$ cat config.mk
export PLATFORM = sky130hd
export DESIGN_NAME = arbitro_comparador_flat
export DESIGN_NICKNAME = d
export VERILOG_FILES = /design/src/rtl/arbitro_comparador_pkg.sv /design/src/rtl/arbitro_comparador_if.sv /design/src/rtl/arbitro_comparador_contador_saturado.sv /design/src/rtl/arbitro_comparador.sv /design/src/flat_wrapper.sv
export SDC_FILE = /design/constraint.sdc
export NUM_CORES = 1
export LEC_CHECK = 0
export ABC_AREA = 1
export CELL_PAD_IN_SITES_DETAIL_PLACEMENT = 0
export CELL_PAD_IN_SITES_GLOBAL_PLACEMENT = 2
export CORE_MARGIN = 5
export CORE_UTILIZATION = 22
export DETAILED_ROUTE_END_ITERATION = 10
export HOLD_SLACK_MARGIN = 0.08
export PLACE_DENSITY_LB_ADDON = 0.1
export REMOVE_ABC_BUFFERS = 1
export SLEW_MARGIN = 30
export SYNTH_ARGS = -nofsm -noshare
export SYNTH_HDL_FRONTEND = slang
export SYNTH_HIERARCHICAL = 1
export SYNTH_SLANG_ARGS = --single-unit
$ cat constraint.sdc
create_clock -name reloj -period 1.3 [get_ports reloj]
set_input_delay 0.195 -clock reloj [delete_from_list [all_inputs] [get_ports reloj]]
set_output_delay 0.195 -clock reloj [all_outputs]
set_load 0.005 [all_outputs]
$ cat src/rtl/arbitro_comparador_pkg.sv
// Shared types for the round-robin arbiter that fronts an external membership comparator.
// Holds the data width, the FSM encoding and the grant rule.
package arbitro_comparador_pkg;

    localparam int ANCHO_DATO = 6;

    typedef enum logic [1:0] {
        INACTIVO  = 2'd0,
        CONSULTA  = 2'd1,
        RESPUESTA = 2'd2
    } estado_t;

    // Winner id: a lone request wins outright; under contention the one not served last wins.
    function automatic logic elegir(input logic req0, input logic req1, input logic ultimo);
        if (req0 && req1) begin
            return ~ultimo;
        end
        return req1;
    endfunction

endpackage

$ cat src/rtl/arbitro_comparador_if.sv
// Requester handshakes, comparator link, clear control and status of arbitro_comparador.
// The slave modport is the DUT view; master is the requester/environment view.
interface arbitro_comparador_if
    import arbitro_comparador_pkg::*;
#(
    parameter int ANCHO_CONTEO = 8
) ();

    logic                    req0;
    logic [ANCHO_DATO-1:0]   dato0;
    logic                    ack0;
    logic                    req1;
    logic [ANCHO_DATO-1:0]   dato1;
    logic                    ack1;
    logic                    resultado;
    logic [ANCHO_DATO-1:0]   comp_entrada;
    logic                    comp_salida;
    logic                    limpiar;
    logic [ANCHO_CONTEO-1:0] conteo0;
    logic [ANCHO_CONTEO-1:0] conteo1;
    logic                    ocupado;

    modport master (
        output req0, dato0, req1, dato1, comp_salida, limpiar,
        input  ack0, ack1, resultado, comp_entrada, conteo0, conteo1, ocupado
    );

    modport slave (
        input  req0, dato0, req1, dato1, comp_salida, limpiar,
        output ack0, ack1, resultado, comp_entrada, conteo0, conteo1, ocupado
    );

endinterface

$ cat src/rtl/arbitro_comparador_contador_saturado.sv
// Hit counter that sticks at all-ones instead of wrapping.
// Reset and clear both zero it; clear beats a simultaneous increment.
module contador_saturado #(
    parameter int ANCHO = 8
) (
    input  logic             reloj,
    input  logic             reset,
    input  logic             limpiar,
    input  logic             incremento,
    output logic [ANCHO-1:0] conteo
);

    // NOTE: sequential state uses non-blocking assignments so every flop samples pre-edge values.
    always_ff @(posedge reloj) begin
        if (reset || limpiar) begin
            conteo <= '0;
        end else if (incremento && (conteo != '1)) begin
            conteo <= conteo + 1'b1;
        end
    end

endmodule

$ cat src/rtl/arbitro_comparador.sv
// Two-requester round-robin arbiter: one query in flight, three cycles per query,
// registered drive to the external comparator and a saturating hit count per requester.
module arbitro_comparador
    import arbitro_comparador_pkg::*;
#(
    parameter int ANCHO_CONTEO = 8
) (
    input logic                  reloj,
    input logic                  reset,
    arbitro_comparador_if.slave  bus
);

    estado_t estado;
    logic    id;
    logic    ultimo;
    logic    gana;
    logic    inc0;
    logic    inc1;

    assign gana        = elegir(bus.req0, bus.req1, ultimo);
    assign inc0        = (estado == CONSULTA) && bus.comp_salida && (id == 1'b0);
    assign inc1        = (estado == CONSULTA) && bus.comp_salida && (id == 1'b1);
    assign bus.ocupado = (estado != INACTIVO);

    always_ff @(posedge reloj) begin
        if (reset) begin
            estado           <= INACTIVO;
            id               <= 1'b0;
            ultimo           <= 1'b1;
            bus.comp_entrada <= '0;
            bus.resultado    <= 1'b0;
            bus.ack0         <= 1'b0;
            bus.ack1         <= 1'b0;
        end else begin
            bus.ack0 <= 1'b0;
            bus.ack1 <= 1'b0;
            // NOTE: every case arm is covered and the default recovers, so no state can hold by accident.
            case (estado)
                INACTIVO: begin
                    if (bus.req0 || bus.req1) begin
                        id               <= gana;
                        bus.comp_entrada <= gana ? bus.dato1 : bus.dato0;
                        estado           <= CONSULTA;
                    end
                end
                CONSULTA: begin
                    bus.resultado <= bus.comp_salida;
                    estado        <= RESPUESTA;
                end
                RESPUESTA: begin
                    bus.ack0 <= ~id;
                    bus.ack1 <= id;
                    ultimo   <= id;
                    estado   <= INACTIVO;
                end
                default: estado <= INACTIVO;
            endcase
        end
    end

    contador_saturado #(.ANCHO(ANCHO_CONTEO)) u_conteo0 (
        .reloj      (reloj),
        .reset      (reset),
        .limpiar    (bus.limpiar),
        .incremento (inc0),
        .conteo     (bus.conteo0)
    );

    contador_saturado #(.ANCHO(ANCHO_CONTEO)) u_conteo1 (
        .reloj      (reloj),
        .reset      (reset),
        .limpiar    (bus.limpiar),
        .incremento (inc1),
        .conteo     (bus.conteo1)
    );

endmodule
$ cat src/flat_wrapper.sv
// flat-port wrapper written by rule: the top's interface ports become plain ports
module arbitro_comparador_flat import arbitro_comparador_pkg::*;
#(
    parameter int ANCHO_CONTEO = 8
)
  (reloj, reset, bus_req0, bus_dato0, bus_req1, bus_dato1, bus_comp_salida, bus_limpiar, bus_ack0, bus_ack1, bus_resultado, bus_comp_entrada, bus_conteo0, bus_conteo1, bus_ocupado);
  arbitro_comparador_if #(.ANCHO_CONTEO(ANCHO_CONTEO)) bus_i ();
  input logic reloj;
  input logic reset;
  input wire logic [$bits(bus_i.req0)-1:0] bus_req0;
  input wire logic [$bits(bus_i.dato0)-1:0] bus_dato0;
  input wire logic [$bits(bus_i.req1)-1:0] bus_req1;
  input wire logic [$bits(bus_i.dato1)-1:0] bus_dato1;
  input wire logic [$bits(bus_i.comp_salida)-1:0] bus_comp_salida;
  input wire logic [$bits(bus_i.limpiar)-1:0] bus_limpiar;
  output wire logic [$bits(bus_i.ack0)-1:0] bus_ack0;
  output wire logic [$bits(bus_i.ack1)-1:0] bus_ack1;
  output wire logic [$bits(bus_i.resultado)-1:0] bus_resultado;
  output wire logic [$bits(bus_i.comp_entrada)-1:0] bus_comp_entrada;
  output wire logic [$bits(bus_i.conteo0)-1:0] bus_conteo0;
  output wire logic [$bits(bus_i.conteo1)-1:0] bus_conteo1;
  output wire logic [$bits(bus_i.ocupado)-1:0] bus_ocupado;
  assign bus_i.req0 = bus_req0;
  assign bus_i.dato0 = bus_dato0;
  assign bus_i.req1 = bus_req1;
  assign bus_i.dato1 = bus_dato1;
  assign bus_i.comp_salida = bus_comp_salida;
  assign bus_i.limpiar = bus_limpiar;
  assign bus_ack0 = bus_i.ack0;
  assign bus_ack1 = bus_i.ack1;
  assign bus_resultado = bus_i.resultado;
  assign bus_comp_entrada = bus_i.comp_entrada;
  assign bus_conteo0 = bus_i.conteo0;
  assign bus_conteo1 = bus_i.conteo1;
  assign bus_ocupado = bus_i.ocupado;
  arbitro_comparador #(.ANCHO_CONTEO(ANCHO_CONTEO)) u_core (.reloj(reloj), .reset(reset), .bus(bus_i));
endmodule
### Word level (Yosys, flattened, before mapping)

Cells that the tools add are included.

* bitwise gates (word level): 3
* add/subtract/negate cells: 2
* equal/unequal tests: 5
* mux-type cells: 6
* reductions and logical operators: 12

Operators by type and width (count)
* $add A8 B1 Y8 const B: 2
* $ne A8 B8 Y1 const B: 2
* $logic_and A1 B1 Y1: 6
* $mux W6: 1
* $pmux W2 S2: 1
* $mux W1: 3
* $not A1 Y1: 3
* $eq A2 B1 Y1 const B: 1
* $eq A2 B2 Y1 const B: 1
* $logic_not A2 Y1: 1
* $logic_or A1 B1 Y1: 2
* $mux W2: 1
* $ne A2 B1 Y1 const B: 1
* $reduce_and A2 Y1: 1
* $reduce_bool A2 Y1: 1
* $reduce_or A2 Y1: 1

* input bits: 18
* word-level logic and storage cells: 37
* register bits after elaboration: 29
* output and inout bits: 26

### Longest topological paths before layout

Gate-level depths: netlist of run 1.

* depth after elaboration: 4
* depth in mapped cells: 11
* depth with buffers taken out: 11

### Modules after synthesis

Netlist of run 1, hierarchy kept.

Modules (own cells, without submodules)
* contador_saturado: area each 447.9 sq um, sequential area each 160.2 sq um, cells each 67, times used 2
* arbitro_comparador: area each 621.8 sq um, sequential area each 260.2 sq um, cells each 91, times used 1

### Worst setup path before layout of run 1

No wires, ideal clock.

* kind: register -> register
* start: reg u_core.estado[1]
* end: reg u_core.u_conteo0.conteo[4]
* library setup time: 0.115 ns
* period minus slack after synthesis: 1.333 ns
* required time: 1.185 ns
* cell stages (with the launch flop): 9
* arrival time: 1.218 ns
* path buffers: 0
* setup slack: -0.033 ns
* path through: dfxtp_1 -> inv_1 -> nand3_1 -> nor2_1 -> nand2_1 -> nor3_1 -> nand3_1 -> nand2_1 -> nor2_1

* longest elaborated chain between the ends: 4

RTL lines
* start: declaration: line arbitro_comparador.sv:13 `estado_t estado;`
* start signal: assignment: line arbitro_comparador.sv:27 `estado <= INACTIVO;`
* start signal: assignment: line arbitro_comparador.sv:43 `estado <= CONSULTA;`
* start signal: assignment: line arbitro_comparador.sv:48 `estado <= RESPUESTA;`
* $eq A2 B1 Y1: line arbitro_comparador.sv:21 `assign inc0 = (estado == CONSULTA) && bus.comp_salida && (id == 1'b0);`
* $logic_and A1 B1 Y1 (2 in series): line arbitro_comparador.sv:21
* named net u_core.inc0: line arbitro_comparador.sv:17 `logic inc0;`
* $logic_and A1 B1 Y1: line arbitro_comparador_contador_saturado.sv:17 `end else if (incremento && (conteo != '1)) begin`
* end signal: assignment: line arbitro_comparador_contador_saturado.sv:18 `conteo <= conteo + 1'b1;`
* end: declaration: line arbitro_comparador_contador_saturado.sv:10 `output logic [ANCHO-1:0] conteo`

The timed path passes the listed nets, and every way through them passes these cells.
A chain may end at the register's enable or synchronous reset.

### Worst setup path after layout of run 1

* start: reg u_core.bus.ack1
* end: out bus_ack1

RTL lines
* start: declaration: line arbitro_comparador_if.sv:30 `output ack0, ack1, resultado, comp_entrada, conteo0, conteo1, ocupado`
* start signal: assignment: line arbitro_comparador.sv:52 `bus.ack1 <= id;`
* end: declaration: line flat_wrapper.sv:17 `output wire logic [$bits(bus_i.ack1)-1:0] bus_ack1;`

No word-level cell between the ends.

==> results of run 1 <==
==> per-stage QoR <==
step	cells	utilization [%]	TNS (ps)	hold slack [ps]	cell area, um^2
floorplan	221	-	-101	264	1480
global placement	369	32.7	-5100	453	2210
detailed placement	369	32.7	-5050	463	2210
CTS	383	35.3	-3.13	471	2380
global route	383	36.4	-210	458	2460
finish	383	36.4	0	446	2460
==> cell type report <==
type                            instances  share of cell area [%]
Clock inverter                          1                   0.204
Timing Repair Buffer                   73                    26.0
Tap cell                               80                    4.07
Clock buffer                            7                    3.92
Multi-Input combinational cell        167                    37.0
Sequential cell                        29                    24.8
Inverter                               26                    3.97
==> state kept, by name, indices dropped and copies added, names as in the netlist <==
signal,flops
u_core/u_conteo1/conteo,8
u_core/bus.resultado,1
u_core/bus.ack1,1
u_core/u_conteo0/conteo,8
u_core/id,1
u_core/bus.ack0,1
u_core/ultimo,1
u_core/estado,2
u_core/bus.comp_entrada,6
==> cell families after synthesis <==
group | synth area share [%]
AND/OR/NAND/NOR | 42.4
adder cells (fa/ha/maj) | 1.65
buffers and inverters | 9.15
flip-flops | 38.3
AO/OA/AOI/OAI | 8.57
==> power by group <==
| part | internal (mW) | leakage [nW] | switching, mW | total (mW) |
|---|---|---|---|---|
| logic | 0.191 | 0.899 | 0.169 | 0.359 |
| registers | 0.925 | 0.245 | 0.0258 | 0.951 |
| clock network | 0.478 | 0.0542 | 0.365 | 0.843 |
==> what timing repair did <==
| item | CTS | global route |
|---|---|---|
| cloned | 0 | 1 |
| pin swaps | 3 | 10 |
| setup endpoints to repair | 32 | 19 |
| gates resized for setup | 56 | 29 |
| buffers inserted | 6 | 0 |
==> metal layers <==
layer  share of wire [%]  global-route usage, %  routed length (um)  up-vias
met2                  47                   16.0                1940       26
li1                    -                      -                   -      850
met1                  48                   13.3                1980      690
met4                 1.2                   4.40                  51        0
met3                 4.6                   3.30                 190        5
met5                   0                      0                   0        -
==> worst max-delay path by stage <==
| stage | cells past startpoint | start | to |
|---|---|---|---|
| detailed placement | 11 | bus_comp_salida | u_core/u_conteo1/conteo[5] |
| CTS | 11 | u_core/estado[1] | u_core/u_conteo1/conteo[3] |
| global route | 6 | u_core/u_conteo1/conteo[0] | u_core/u_conteo1/conteo[2] |
| global placement | 9 | bus_comp_salida | u_core/u_conteo1/conteo[4] |
| floorplan | 8 | u_core/estado[1] | u_core/u_conteo0/conteo[4] |
| finish | 1 | u_core/bus.ack1 | bus_ack1 |
==> layout by cell type, fill, tap and decap left out, drive strengths merged, types with 3 or more instances in the layout <==
cell type,n
nand2,67
nor2,54
buf,31
dfxtp,29
inv,24
dlygate4sd2,23
nand3,18
clkdlybuf4s50,17
a21oi,12
clkbuf,7
a21boi,6
clkinv,3
==> metrics.md, run 1 <==
| Metric | Value |
|---|---|
| Placement Setup Slack | `-329 ps` |
| DRC errors left | `0` |
| Post-DRT Antenna Nets | `0` |
| Clock skew | `approximately 4.3 ps` |
| CTS Root Cell | `clkbuf_8` |
| CTS Hold Bufs | `0` |
| Pin count of the biggest net entering global routing | `14` |
| Sequential fraction of the synthesis area | `38.3%` |
| Critical path startpoint category | `flip-flop` |
| Vias in the first global route | `1,534` |
| Rel. slew slack | `84.2%` |
| CP top delay family | `buffers and inverters` |
| Via count | `1,571` |
| Crit path required time | `roughly 1100 ps` |
| Period minus WS final | `1260 ps` |
| Via-per-instance ratio | `4.10` |
| Wire length per cell | `10.9 um` |
| Most frequent cells after synthesis | `63 x nand2_1, 49 x nor2_1, 29 x dfxtp_1, 22 x inv_1, 16 x nand3_1` |
| Top-area cell type share of the netlist area | `between 30% and 40%` |
| Outcome | `finished clean` |
| Worst-Margin Slew | `236 ps` |
| Netlist cell types | `24` |
| Slowest CP cell | `clkdlybuf4s50_1` |
| Layout cell share with drive strength beyond 1 | `34.0%` |
| Final Hold Fails | `0` |
| Crit-path cells | `clkdlybuf4s50_1` |
| Number of H-tree levels | `2` |
| Crit Path Max Fanout | `1` |
| Reg2Reg Setup Slack | `90 ps` |
| Initial Util | `22.5%` |
| Clock Path Buffers | `2` |
| Hold path cells | `5` |
| Cells after Synth | `225` |
| Gr ovfl total | `0` |
| Max-cap violations | `0` |
| Initial antenna violation count | `0` |
| Final Total Pwr | `2.15 mW` |
| Main area contributors after synthesis | `dfxtp_1 38%, nand2_1 16%, nor2_1 12%, inv_1 5.4%, nand3_1 5.3%` |
| Async SR Flop Fraction | `0%` |
| DP HPWL | `3.10 mm` |
| Path type of the worst setup path | `reg2out` |
| Hold worst-path end | `u_core/bus.resultado` |
| Hold crit path type | `in2reg` |
| Row count | `30` |
| Worst vdd ir | `397 uV` |
| Peak Freq | `0.791 GHz` |
| Lkg Pwr | `1.20 nW` |
| Register Area | `609 um^2` |
| Clk_lat worst skew | `280 ps` |
| FF+latch count, synth | `29` |
| Total CTS buffers | `5` |
| Hold Crit Start | `bus_comp_salida` |
| Layout area overhead | `61.9%` |
| CP max stage delay | `490 ps` |
| First-pass GRT wire length | `around 7.1 mm` |
| Fin crit share | `97.2%` |
| Number of filler cells placed in the layout | `760` |
| Fin. max-slew vios | `0` |
| Clk sink count | `29` |
| Nets | `approximately 320` |
| Clk pin slew, worst setup/hold paths | `60 ps` |
| Endpoint class of the critical path | `output pin` |
| Synth area leader | `dfxtp_1` |
| Final wirelength | `4.16 mm` |
| DR pass1 iterations | `4` |
| Worst R2R Path Depth | `10` |
| CP bufs+invs | `1` |
| Final worst slack | `35.9 ps` |
| # IOs | `44` |
| Syn_area_per_cell | `6.75 um^2` |
| Ys Warns | `6` |
| Count leader, synth | `nand2_1` |
| Final setup vio count | `0` |
| Core Area | `6760 um^2` |
| Die area | `8660 um^2` |
| ANT cells | `0` |
| GP Congestion | `0.707` |
| 1st-iter DRT viols | `26` |
| CTS tree | `done` |
| IO buf count | `between 40 and 50` |
| Die W | `93.1 um` |
| Area of the mapped netlist | `1520 um^2` |
| R2r endpoint | `u_core/u_conteo1/conteo[5]` |
| CP arrival | `approximately 1100 ps` |
| Multi-input logic area | `910 um^2` |
| EDFF count, synth | `0` |
| Die Span Y | `93.1 um` |
| Reg2reg start | `u_core/estado[1]` |
| Unrepaired setup endpoints after global routing | `yes` |
| Pwr dens | `just under 900 nW/um^2` |
| GRT Total Usage | `10.4%` |
| Ys flop type | `dfxtp_1` |
(Power assumes the default switching activity.)
==> inputs of run 2 (changes only) <==
--- a/config.mk
+++ b/config.mk
@@ -10,6 +10,7 @@
 export CELL_PAD_IN_SITES_GLOBAL_PLACEMENT = 2
 export CORE_MARGIN = 5
 export CORE_UTILIZATION = 22
+export CTS_CLUSTER_SIZE = 10
 export DETAILED_ROUTE_END_ITERATION = 10
 export HOLD_SLACK_MARGIN = 0.08
 export PLACE_DENSITY_LB_ADDON = 0.1
==> results of run 2 <==
The final DEF is identical to that of run 1; final timing and power are the same.
==> RTL change 1: new RTL, settings of run 2 <==
Encoding of `estado_t`: now one-hot (3 bits for 3 values).
--- a/src/rtl/arbitro_comparador_pkg.sv
+++ b/src/rtl/arbitro_comparador_pkg.sv
@@ -4,10 +4,10 @@
 
     localparam int ANCHO_DATO = 6;
 
-    typedef enum logic [1:0] {
-        INACTIVO  = 2'd0,
-        CONSULTA  = 2'd1,
-        RESPUESTA = 2'd2
+    typedef enum logic [2:0] {
+        INACTIVO  = 3'b001,
+        CONSULTA  = 3'b010,
+        RESPUESTA = 3'b100
     } estado_t;
 
     // Winner id: a lone request wins outright; under contention the one not served last wins.
Formal check against the unedited RTL: same outputs for any inputs over 10 cycles, from zero or initial values and one cycle with reset high; not proved beyond that.
==> RTL change 1 against run 2 <==
Sequential cell count increased by 1; setup slack got worse by 49 ps; power up 2.0%; final area up 6.2%; combinational power up 21%; critical path type is now input pin to flop; first-iteration DRC count up 15%; area after synthesis is 4.9% higher; the run now ends with setup timing left; count of clock-buffer cells in the layout unchanged; wire length is 3.1% higher; sequential share of layout area fell by 0.54 points; utilization up 0.20 points; largest cell class unchanged.
==> RTL change 1: results <==
metrics = {
    "status": {
        "status": "finished, violations left",
        "violations": "setup timing",
    },
    "setup_path": {
        "cp-end-kind": "flop",
        "critical-path-max-stage-delay_ps": 460,
        "arrival_ps": 1490,
        "r2r_slack_ps": -10,
        "startpoint": "bus_comp_salida",
        "timing.rr.end": "u_core/u_conteo1/conteo[4]",
        "timing.rr.start": "u_core/estado[0]",
        "critPathSlowestCell": "clkdlybuf4s50_1",
        "r2r_cells": 10,
        "crit_fanout": 3,
    },
    "clock_tree": {
        "clock-root-buffer": "clkbuf_8",
        "htreeDepth": 2,
    },
    "layout": {
        "n_all_buffers": 75,
        "layout-drive-gt1-share": 0.341,
        "final-clk-cell-share": 0.0350,
        "multi_input_area_um2": 965,
        "inverters": 37,
        "multi_input_gates": 170,
        "nFillCells": 799,
        "numSequentialCells": 30,
        "fin_nets": 339,
        "biggestRegsByFlops": "u_core/u_conteo0/conteo: 8 flops, u_core/u_conteo1/conteo: 8 flops, u_core/bus.comp_entrada: 6 flops",
        "seq_share": 0.243,
        "nonClkBufAreaFrac": 0.252,
    },
    "placed_design": {
        "dp_hpwl_mm": 3.29,
        "gp_congestion": 0.736,
        "post-place-ws_ps": -455,
    },
    "global_routing": {
        "first_global_vias": 1631,
        "grt_use_total": 0.101,
        "grt_pass1_wl_mm": 7.14,
        "use_met2": 0.182,
        "met3_usage": 0.0292,
        "grt_max_degree": 12,
        "use_met1": 0.113,
    },
    "power": {
        "switchingPower_uw": 593,
        "p_clk_frac": 0.356,
        "power_per_cell_area_mw_per_mm2": 841,
        "max-vdd-ir-drop_mv": 0.300,
        "pwr-share-comb": 0.199,
        "p_leak_nw": 1.37,
    },
    "synthesis": {
        "seq_area_frac_synth": 0.377,
        "synthTopCellsByArea": "dfxtp_1, nand2_1, nor2_1",
        "synthTopCellsByCount": "nand2_1, nor2_1, dfxtp_1",
        "ys_types": 23,
    },
    "drt": {
        "vias": 1685,
        "met2_length_mm": 2.17,
        "dr_wl_met3_um": 185,
        "met1_length_mm": 1.89,
        "drt-initial-drc-count": 30,
        "wl_per_cell_um": 10.2,
    },
    "hold_path": {
        "min_delay_path_depth": 2,
        "hold_class": "flop to flop",
        "hp-start": "u_core/bus.resultado",
    },
    "sta": {
        "fin_skew_ps": 7.29,
        "relSlewSlack": 0.744,
        "tns_ps": -13.4,
        "setup_viol": 1,
        "finalWorstSetupSlack_ps": -13.4,
    },
}
RTL change 1: changes by cell type after synthesis, sizes merged:
cell / before / now
a21boi: 6 / 0
and2: 1 / 0
buf: 4 / 3
dfxtp: 29 / 30
inv: 24 / 35
nand2: 66 / 61
nand3: 18 / 25
nand4: 0 / 2
nor2: 54 / 61
o21ai: 1 / 0
RTL change 1: timing repair:
| item | 4_1_cts | 5_1_grt |
|---|---|---|
| setup buffers | 2 | 4 |
| setup endpoints to repair | 35 | 19 |
| gates cloned | 0 | 1 |
| pin swaps | 10 | 10 |
| gates resized for setup | 64 | 28 |
RTL change 1: kinds of logic after synthesis:
family,Yosys count,share of synthesized area
simple gates,153,0.455
flops,30,0.377
buf+inv,40,0.106
fa+ha+maj,2,0.0157
compound gates,14,0.0456
RTL change 1: through the flow:
step	std cells	hold WS (ps)	instance area (um^2)
2_1_floorplan	236	264	1560
3_3_place_gp	404	462	2320
3_5_place_dp	404	467	2320
4_1_cts	414	471	2480
5_1_grt	419	480	2610
6_report	419	465	2610
==> RTL change 2: new RTL, config.mk and constraints of run 2 <==
Made on the original files. `ANCHO_CONTEO` is set to 8 in 3 places; all go to 10.
--- a/src/rtl/arbitro_comparador_if.sv
+++ b/src/rtl/arbitro_comparador_if.sv
@@ -3,7 +3,7 @@
 interface arbitro_comparador_if
     import arbitro_comparador_pkg::*;
 #(
-    parameter int ANCHO_CONTEO = 8
+    parameter int ANCHO_CONTEO = 10
 ) ();
 
     logic                    req0;
--- a/src/rtl/arbitro_comparador.sv
+++ b/src/rtl/arbitro_comparador.sv
@@ -3,7 +3,7 @@
 module arbitro_comparador
     import arbitro_comparador_pkg::*;
 #(
-    parameter int ANCHO_CONTEO = 8
+    parameter int ANCHO_CONTEO = 10
 ) (
     input logic                  reloj,
     input logic                  reset,
--- a/src/flat_wrapper.sv
+++ b/src/flat_wrapper.sv
@@ -1,7 +1,7 @@
 // flat-port wrapper written by rule: the top's interface ports become plain ports
 module arbitro_comparador_flat import arbitro_comparador_pkg::*;
 #(
-    parameter int ANCHO_CONTEO = 8
+    parameter int ANCHO_CONTEO = 10
 )
   (reloj, reset, bus_req0, bus_dato0, bus_req1, bus_dato1, bus_comp_salida, bus_limpiar, bus_ack0, bus_ack1, bus_resultado, bus_comp_entrada, bus_conteo0, bus_conteo1, bus_ocupado);
   arbitro_comparador_if #(.ANCHO_CONTEO(ANCHO_CONTEO)) bus_i ();
Interface: changed (resized bus_conteo0 and bus_conteo1); port bits go from 44 to 48. No check against the original RTL was run, so the function may have changed too.
==> RTL change 2 against run 2 <==
Combinational power increased by 11%; final area increased by 29%; sequential cell count increased by 4; count of clock-buffer cells in the layout unchanged; wire length increased by 38%; register-to-register slack got worse by 30 ps; power increased by 9.2%; area after synthesis increased by 20%; maximum frequency increased by 1.8%; hold slack got worse by 180 ps; setup slack improved by 22 ps; critical endpoint is now u_core/u_conteo1/conteo[3]; highest routed layer unchanged.
==> RTL change 2: results <==
metrics = {
    "synthesis": {
        "synthTopCellsByArea": "dfxtp_1, nand2_1, nor2_1",
        "synth-compound-area-share": 0.0810,
        "synthTopCellsByCount": "nand2_1, nor2_1, inv_1",
        "seq_area_frac_synth": 0.362,
        "synthArstFlopShare": 0,
        "synth_adder_area_share": 0.0137,
        "ys_types": 26,
        "synth_cells": 283,
    },
    "layout": {
        "layout-drive-gt1-share": 0.382,
        "biggestRegsByFlops": "u_core/u_conteo0/conteo: 10 flops, u_core/u_conteo1/conteo: 10 flops, u_core/bus.comp_entrada: 6 flops",
        "fin_cells": 493,
        "fin_nets": 406,
    },
    "power": {
        "power_mw": 2.35,
        "p_int_mw": 1.72,
        "p_leak_nw": 1.48,
        "max-vdd-ir-drop_mv": 0.385,
        "clk-power_uw": 896,
        "p_seq_frac": 0.450,
    },
    "setup_path": {
        "r2r_slack_ps": 60,
        "arrival_ps": 1430,
        "r2r_cells": 8,
        "timing.rr.start": "u_core/u_conteo1/conteo[0]",
        "timing.rr.end": "u_core/u_conteo1/conteo[3]",
        "crit_fanout": 5,
    },
    "global_routing": {
        "grt_antenna_before_repair": 1,
        "first_global_vias": 2012,
        "grt_max_degree": 14,
        "grt_pass1_wl_mm": 9.38,
        "grt_use_total": 0.116,
    },
    "placed_design": {
        "gp_congestion": 0.733,
        "dp_hpwl_mm": 4.14,
        "dp.cells": 470,
        "place.port_buffers": 47,
    },
    "drt": {
        "met2_length_mm": 2.76,
        "drt-initial-drc-count": 57,
        "wl_per_cell_um": 11.6,
        "viasPerCell": 4.16,
        "highest_layer": "met4",
        "dr_wl_met3_um": 322,
        "met1_length_mm": 2.57,
    },
    "sta": {
        "fin_skew_ps": 5.19,
        "worst_pin_slew_ps": 358,
        "hold_slack_ps": 269,
    },
    "clock_tree": {
        "cts_resized": 75,
        "post-cts-setup-buffers": 11,
        "cts.clk_slew.worst_paths_ps": 80,
    },
    "hold_path": {
        "min_delay_path_depth": 3,
    },
    "status": {
        "status": "finished, final reports clean",
    },
}
==> RTL change 2: cell types whose count changed after synthesis, moves of 4 or more <==
cell and delta:
nand3_1 +12, nand2_1 +12, a21oi_1 +4, inv_1 +12, dfxtp_1 +4, nor2_1 +10
==> RTL change 2: per-stage QoR <==
stage                     area [um^2]  worst slack, ps
final                            3180             58.2
after global routing             3180            -73.1
after CTS                        2950            -28.6
after detailed placement         2690             -438
after global placement           2690             -419
after floorplan                  1770             -207
==> RTL change 2: cell families after synthesis <==
logic type      count (synthesis)
flops                          33
fa+ha+maj                       2
buf+inv                        44
simple gates                  179
compound gates                 25
==> RTL change 2: critical path, stage by stage (launching register included) <==
cell	delay (ps)
dfxtp_2	340
buf_6	90
ha_4	130
inv_2	40
nor2_4	70
nand3_2	110
buf_2	180
a21oi_1	130
nor2_1	50
==> RTL change 2: worst max-delay path by stage <==
stage,from,slack [ps],end
2_1_floorplan,u_core/estado[1],-210,u_core/u_conteo1/conteo[4]
3_3_place_gp,bus_comp_salida,-420,u_core/u_conteo0/conteo[4]
3_5_place_dp,bus_comp_salida,-440,u_core/u_conteo1/conteo[4]
4_1_cts,u_core/estado[1],-30,u_core/u_conteo1/conteo[9]
5_1_grt,u_core/estado[1],-70,u_core/u_conteo0/conteo[9]
6_report,u_core/u_conteo1/conteo[0],60,u_core/u_conteo1/conteo[3]
==> RTL change 2: layer usage <==
layer,up-vias,global-route usage
li1,1087,-
met1,920,0.140
met2,36,0.193
met3,6,0.0367
met4,0,0.0399
met5,-,0
==> RTL change 2: layout make-up <==
type	instances	area, um^2
clock inverters	1	5.00
fillers	893	4950
repair buffers	101	862
clock buffers	7	96.3
inverters	38	143
multi-input cells	207	1230
flip-flops and latches	33	711
diodes	1	2.50
well taps	105	131
